**src/rtl/wb_fuzz_driver.sv**
```systemverilog
// Wishbone dual-bridge fuzz driver: LFSR write bursts,
// read-back of the same address and compare.
module wb_fuzz_driver #(
    parameter int                ADDR_WIDTH     = 32,
    parameter int                DATA_WIDTH     = 32,
    parameter int                EXT_RW_WIDTH   = 256,
    parameter logic [31:0]       ADDR_BASE      = 32'h3000_0000,
    parameter logic [31:0]       ADDR_MASK      = 32'h0000_0FFF,
    parameter int                TIMEOUT_CYCLES = 1024
) (
    input  logic                    clk,
    input  logic                    rst,
    input  logic                    start,
    input  logic [31:0]             seed,
    input  logic [15:0]             num_pairs,
    output logic                    ext_master_req,
    output logic                    ext_master_we,
    output logic [ADDR_WIDTH-1:0]   ext_master_addr_write,
    output logic [ADDR_WIDTH-1:0]   ext_master_addr_read,
    output logic [EXT_RW_WIDTH-1:0] ext_master_wdata,
    input  logic [EXT_RW_WIDTH-1:0] ext_master_rdata,
    input  logic                    ext_master_write_done,
    input  logic                    ext_master_read_done,
    output logic                    busy,
    output logic                    done,
    output logic [15:0]             pass_count,
    output logic [15:0]             mismatch_count,
    output logic [ADDR_WIDTH-1:0]   first_fail_addr,
    output logic                    timeout
);

    localparam int BURST_LEN = EXT_RW_WIDTH / DATA_WIDTH;
    localparam int BEAT_W    = (BURST_LEN > 1) ? $clog2(BURST_LEN) : 1;
    localparam int CNT_W     = $clog2(TIMEOUT_CYCLES + 1);

    localparam logic [2:0] S_IDLE     = 3'd0;
    localparam logic [2:0] S_GEN      = 3'd1;
    localparam logic [2:0] S_WR_ISSUE = 3'd2;
    localparam logic [2:0] S_WR_WAIT  = 3'd3;
    localparam logic [2:0] S_RD_ISSUE = 3'd4;
    localparam logic [2:0] S_RD_WAIT  = 3'd5;
    localparam logic [2:0] S_CHECK    = 3'd6;
    localparam logic [2:0] S_DONE     = 3'd7;

    logic [2:0]              state;
    logic [31:0]             lfsr;
    logic [31:0]             lfsr_next;
    logic [15:0]             pairs_left;
    logic [BEAT_W-1:0]       beat;
    logic [CNT_W-1:0]        wait_cnt;
    logic [EXT_RW_WIDTH-1:0] wdata_q;
    logic [EXT_RW_WIDTH-1:0] rdata_q;
    logic [ADDR_WIDTH-1:0]   addr_q;
    logic                    match;
    logic                    wait_expired;

    assign lfsr_next = (lfsr >> 1) ^ (lfsr[0] ? 32'h8020_0003 : 32'h0);
    assign wait_expired = (wait_cnt == CNT_W'(TIMEOUT_CYCLES - 1));

    assign ext_master_req = (state == S_WR_ISSUE) || (state == S_RD_ISSUE);
    assign ext_master_we  = (state == S_WR_ISSUE) || (state == S_WR_WAIT);
    assign ext_master_addr_write = addr_q;
    assign ext_master_addr_read  = addr_q;
    assign ext_master_wdata      = wdata_q;

    // Read beats come back in reverse order; compare beat-reversed.
    always_comb begin
        match = 1'b1;
        for (int i = 0; i < BURST_LEN; i++) begin
            if (rdata_q[(BURST_LEN-1-i)*DATA_WIDTH +: DATA_WIDTH] !=
                wdata_q[i*DATA_WIDTH +: DATA_WIDTH])
                match = 1'b0;
        end
    end

    // Sequencer: generate, write, wait, read, wait, compare.
    always_ff @(posedge clk) begin
        if (rst) begin
            state           <= S_IDLE;
            lfsr            <= 32'h1;
            pairs_left      <= '0;
            beat            <= '0;
            wait_cnt        <= '0;
            wdata_q         <= '0;
            rdata_q         <= '0;
            addr_q          <= '0;
            busy            <= 1'b0;
            done            <= 1'b0;
            pass_count      <= '0;
            mismatch_count  <= '0;
            first_fail_addr <= '0;
            timeout         <= 1'b0;
        end else begin
            case (state)
                S_IDLE, S_DONE: begin
                    if (start) begin
                        lfsr            <= (seed == 32'h0) ? 32'h1 : seed;
                        pairs_left      <= num_pairs;
                        beat            <= '0;
                        pass_count      <= '0;
                        mismatch_count  <= '0;
                        first_fail_addr <= '0;
                        timeout         <= 1'b0;
                        if (num_pairs == 16'h0) begin
                            busy  <= 1'b0;
                            done  <= 1'b1;
                            state <= S_DONE;
                        end else begin
                            busy  <= 1'b1;
                            done  <= 1'b0;
                            state <= S_GEN;
                        end
                    end
                end
                S_GEN: begin
                    lfsr <= lfsr_next;
                    wdata_q[beat*DATA_WIDTH +: DATA_WIDTH] <= lfsr_next;
                    if (beat == BEAT_W'(BURST_LEN - 1)) begin
                        beat   <= '0;
                        addr_q <= ADDR_WIDTH'(ADDR_BASE |
                                  (lfsr_next & ADDR_MASK & ~32'h1F));
                        state  <= S_WR_ISSUE;
                    end else begin
                        beat <= beat + 1'b1;
                    end
                end
                S_WR_ISSUE: begin
                    wait_cnt <= '0;
                    state    <= S_WR_WAIT;
                end
                S_WR_WAIT: begin
                    if (ext_master_write_done) begin
                        state <= S_RD_ISSUE;
                    end else if (wait_expired) begin
                        timeout <= 1'b1;
                        busy    <= 1'b0;
                        done    <= 1'b1;
                        state   <= S_DONE;
                    end else begin
                        wait_cnt <= wait_cnt + 1'b1;
                    end
                end
                S_RD_ISSUE: begin
                    wait_cnt <= '0;
                    state    <= S_RD_WAIT;
                end
                S_RD_WAIT: begin
                    if (ext_master_read_done) begin
                        rdata_q <= ext_master_rdata;
                        state   <= S_CHECK;
                    end else if (wait_expired) begin
                        timeout <= 1'b1;
                        busy    <= 1'b0;
                        done    <= 1'b1;
                        state   <= S_DONE;
                    end else begin
                        wait_cnt <= wait_cnt + 1'b1;
                    end
                end
                S_CHECK: begin
                    if (match) begin
                        pass_count <= pass_count + 1'b1;
                    end else begin
                        if (mismatch_count == 16'h0)
                            first_fail_addr <= addr_q;
                        if (mismatch_count != 16'hFFFF)
                            mismatch_count <= mismatch_count + 1'b1;
                    end
                    pairs_left <= pairs_left - 1'b1;
                    if (pairs_left == 16'd1) begin
                        busy  <= 1'b0;
                        done  <= 1'b1;
                        state <= S_DONE;
                    end else begin
                        state <= S_GEN;
                    end
                end
                default: state <= S_IDLE;
            endcase
        end
    end

endmodule

```
**config.mk**
```make
export PLATFORM = sky130hd
export DESIGN_NAME = wb_fuzz_driver
export DESIGN_NICKNAME = d
export VERILOG_FILES = /design/src/rtl/wb_fuzz_driver.sv
export SDC_FILE = /design/constraint.sdc
export NUM_CORES = 1
export LEC_CHECK = 0
export CAP_MARGIN = 0
export CORE_AREA = 2 2 273 275
export CTS_CLUSTER_DIAMETER = 40
export DETAILED_ROUTE_END_ITERATION = 10
export DIE_AREA = 0 0 275 277
export SLEW_MARGIN = 20
export SYNTH_ARGS = -nofsm -noshare
export SYNTH_HDL_FRONTEND = slang
export SYNTH_SLANG_ARGS = --single-unit
```
**constraint.sdc**
```tcl
create_clock -name clk -period 7.02 [get_ports clk]
set_input_delay 1.404 -clock clk [delete_from_list [all_inputs] [get_ports clk]]
set_output_delay 1.404 -clock clk [all_outputs]
set_load 0.05 [all_outputs]
```
* Word-level counts from Yosys, hierarchy flattened
Index checks and enable logic that the tools add are counted.
** Word-level totals
- ROM bits :: 0
- Latch bits :: 0
- Input port bits :: 309
- Output and inout bits :: 389
- RAM bits :: 0
- Memories kept :: 0
- Word-level logic and storage cells :: 134
- Register bits after elaboration :: 652
** Operators by class
- Muxes and demuxes :: 59
- Divide/modulo/power cells :: 0
- Add/subtract/negate cells :: 6
- $mul :: 0
- Magnitude comparators :: 0
- Equal/unequal tests :: 28
- Shift operators :: 2
- Reductions and logical operators :: 24
- Bitwise operators :: 1
** Operators with widths (count)
- 256-bit bitwise mux :: 1
- 32-bit inequality test :: 8
- 32-bit by 34-bit variable shift with 256-bit output (first input constant) :: 1
- 32-bit by 34-bit variable part select with 256-bit output :: 1
- 32-bit 2-to-1 mux :: 6
- 32-bit one-hot mux with 2 select lines :: 2
- 16-bit one-hot mux with 2 select lines :: 3
- 16-bit 2-to-1 mux :: 5
- 8-bit negation with 34-bit output :: 1
- 11-bit 2-to-1 mux :: 3
- 11-bit one-hot mux with 3 select lines :: 1
- 16-bit by 1-bit adder with 16-bit output (second input constant) :: 2
- 16-bit zero test :: 2
- 32-bit zero test :: 1
- 31-bit by 32-bit bitwise XOR with 32-bit output :: 1
- 3-bit 2-to-1 mux :: 9
- 1-bit 2-to-1 mux :: 24
- 3-bit one-hot mux with 7 select lines :: 1
- 2-bit inequality test (second input constant) :: 9
- 16-bit by 1-bit == test with 1-bit output (second input constant) :: 1
- 16-bit inequality test (second input constant) :: 1
- 16-bit by 1-bit subtractor with 16-bit output (second input constant) :: 1
- 3-bit == test (second input constant) :: 5
- 4-bit AND reduction :: 3
- 17 further kinds :: 28

* Longest topological paths before layout
- Depth after elaboration :: 11
- Gate-level depth with buffers :: 11

* Least setup slack after synthesis
Ideal clock, no wire load.
- Kind :: register -> output
- Start :: register state[2]
- End :: output port ext_master_req
- Stages on the path, launching flop included :: 5
- Arrival :: 1.862 ns
- Data required time :: 5.616 ns
- Setup slack :: 3.754 ns
- Cell sequence :: dfxtp_1 > buf_2 > clkbuf_1 > nor2b_1 > o21ba_2
** Between the ends
- Longest elaborated chain between the ends :: 2
- Elaborated cells on any way between the ends :: 3
** RTL lines
- start: declaration :: RTL line 45 : logic [2:0] state;
- start signal: assignment :: RTL line 79 : state <= S_IDLE;
- start signal: assignment :: RTL line 107 : state <= S_DONE;
- start signal: assignment :: RTL line 111 : state <= S_GEN;
- 3-bit by 2-bit == test with 1-bit output / 3-bit == test (equally long branches) :: RTL line 60 : assign ext_master_req = (state == S_WR_ISSUE) || (state == S_RD_ISSUE);
- 1-bit logical OR * :: RTL line 60
- end: declaration :: RTL line 16 : output logic ext_master_req,
Mark *: on every way between the ends. The rest lies on a longest branch, timed or not.

* Worst setup path in the final report
- Start :: register state[1]
- End :: output port ext_master_req
Same word-level chain as after synthesis.

==> flow_summary.toml <==
[pwr]
p_leak_nw = 13.33
p_int_mw = 7.932
power_frac_seq_pct = 34.9
combinationalPowerShare_pct = 14.2
power_density_nw_per_um2 = 299.5
power_switching_mw = 3.413
netSwitchingFraction_pct = 30.08
pwr-share-clk_pct = 50.9
vdd_ir_drop_max_mv = 0.1971

[logic_synthesis]
synthArstFlopShare_pct = 0
synth_seq_cells = 628
syn_avg_cell_area_um2 = 7.825
yosys_warnings = 0
synth_edf_count = 0
synth-seq-area-share_pct = 46.06
synth.distinct_cells = 59
synth_flop_cell = "dfxtp_1"
synth_area_leaders = "dfxtp_1, nand2_1, a21oi_1, xor2_1, nand3_1"
synthCells = 3488
yosys.area.top_type = "dfxtp_1"
syn-cell-area_um2 = 27290
synth_top_area_share_pct = 46.06

[sta]
min_period_over_period_pct = 58.18
hold_violations = 0
relSlewSlack_pct = 13.35
maxSlewViolCount = 0
fmax_mhz = 244.8
fin_tns_setup_ns = 0
period_minus_slack_ns = 4.084
rsz0062_at_grt = "false"
setup_viol = 0
tightest_slew_ns = 1.300
fin_skew_ns = 0.03016
fin_ws_ns = 2.936

[run_status]
status = "complete, no violations"

[routing]
wl_um = 134500
postRouteAntennaNets = 0
drtIter0Drc = 3479
via_per_inst = 5.476
num_vias = 27714
drc = 0
avgRoutedWirePerCell_um = 26.58
first_pass_iters = 6

[layout]
layout.cells.most_common = "nand2_1"
instances_no_fill = 5061
fillers = 7119
final_cell_mix = "nand2_1, dfxtp_1, clkdlybuf4s50_1, a21oi_1, nand3_1"
fin_nets = 4304
drive_gt1_share_pct = 6.371
areaGrowthSynthToFinish_pct = 38.77
fin_area_um2 = 37880

[grt]
grt_pass1_wl_um = 185200
antenna_found_initial = 13
first_global_vias = 25140
overflow = 0
grt_max_degree = 175
track_usage_pct = 33.77

[clock_tree]
post_cts_buffers = 0
cts_tree = "yes"
hold_buffers = 0
cts_buffer_depth = 3
root_buffer = "clkbuf_16"
insertion_delay_ns = 0.67
clock_sinks = 628
htree_levels = 3
cts_resized = 0
numCtsBuffers = 109
path_clk_slew_ns = 0.05

[die]
core_area_um2 = 73570
start_util_pct = 37.10
die_area_um2 = 76180
ioPinCount = 698
fp.dieH_um = 277
dieWidth_um = 275
rows = 100

[critical_path]
crit_required_ns = 5.62
worstPathArrival_ns = 2.68
start_kind = "flip-flop"
worstSetupEndpointType = "primary output"
critPathKind = "reg2out"
critical_path.max_fanout = 18

[placement]
gp_congestion = 0.9370
dp_slack_ns = 2.821
dp_hpwl_um = 94670
port_buffers = 628
dp.cells = 4843
placed_area_um2 = 33870

[flow_run]
maxCapViolations = 0

[hold_path]
hp-class = "reg2reg"
## cells in the mapped netlist (2+ instances only)
library cell	instances
a211oi_1	8
a21o_1	2
a21oi_1	585
a221oi_1	5
a22oi_1	31
a31oi_1	21
and2_1	4
and3_1	14
buf_1	3
buf_2	11
buf_4	80
clkbuf_1	258
dfxtp_1	628
ha_1	10
inv_1	14
mux2_2	2
mux2i_1	13
nand2_1	900
nand2b_1	29
nand3_1	230
nand3b_1	13
nand4_1	50
nand4b_1	2
nor2_1	95
nor2b_1	4
nor3_1	30
nor3b_1	10
nor4_1	72
o211ai_1	20
o21a_1	4
o21ai_0	21
o221ai_1	2
o2bb2ai_1	8
o311ai_0	6
or2_2	4
or3_1	8
or4_1	4
xnor2_1	130
xor2_1	137
## path summary, 6_finish.rpt
check	end	slack, ns	cells after the start	startpoint
max reg2reg	pass_count[15]	3.03	7	rdata_q[64]
min	rdata_q[41]	0.46	2	rdata_q[41]
max	ext_master_req	2.94	3	state[1]
min reg2reg	rdata_q[41]	0.46	2	rdata_q[41]
## final cells by class
type	count	area (um^2)	share of cell area, %
Antenna cell	11	27.53	0.07267
Clock buffer	137	2975	7.855
Clock inverter	70	1008	2.662
Inverter	14	52.55	0.1387
Multi-Input combinational cell	2562	13360	35.27
Sequential cell	628	12570	33.19
Tap cell	969	1212	3.201
Timing Repair Buffer	670	6669	17.61
## sequential cells by signal (all words and copies together), names as in the netlist
register	flops
state	3
pass_count	16
beat	3
done	1
wait_cnt	11
timeout	1
ext_master_addr_read	8
lfsr	32
rdata_q	256
ext_master_wdata	256
pairs_left	16
busy	1
first_fail_addr	8
mismatch_count	16
## critical path, cell delays in order (launching register included)
cell,delay (ns)
dfxtp_1,0.68
nor2b_1,0.31
o21ba_2,0.23
clkdlybuf4s50_1,0.81
## cell families after synthesis
kind of cell	synth area share (%)
and+or+nand+nor	23.66
AOI/OAI and AO/OA	14.50
DFF	46.06
buffers and inverters	6.184
xor gates and xnor gates	8.567
muxes	0.5592
adders and majority gates	0.4584
other	0.01374
## power groups by stage
stage                     clock, mW  sequential, mW  combinational, mW
after floorplan                   0            3.88              0.922
after global placement            0            4.02               1.58
after detailed placement          0            4.02               1.58
after CTS                      5.79            3.95               1.59
after global routing           5.98            3.96               1.68
final                          5.77            3.96               1.61
## per-layer routing
metal / routed length, um / GRT usage (%) / vias to the layer above
li1: - / - / 12672
met4: 7869 / 17.80 / 4
met2: 59930 / 51.24 / 1420
met1: 53810 / 44.39 / 13328
met3: 12890 / 7.847 / 290
met5: 22 / 0 / -
## metrics by stage
| stage | hold WS [ns] | total power, mW | utilization (%) |
|---|---|---|---|
| after floorplan | 0.4478 | 4.801 | - |
| after global placement | 0.4541 | 5.599 | 46.03 |
| after detailed placement | 0.4586 | 5.603 | 46.03 |
| after CTS | 0.4654 | 11.33 | 51.45 |
| after global routing | 0.4800 | 11.62 | 51.47 |
| final | 0.4641 | 11.34 | 51.48 |
Note: power is estimated with default switching activity, not from simulation.
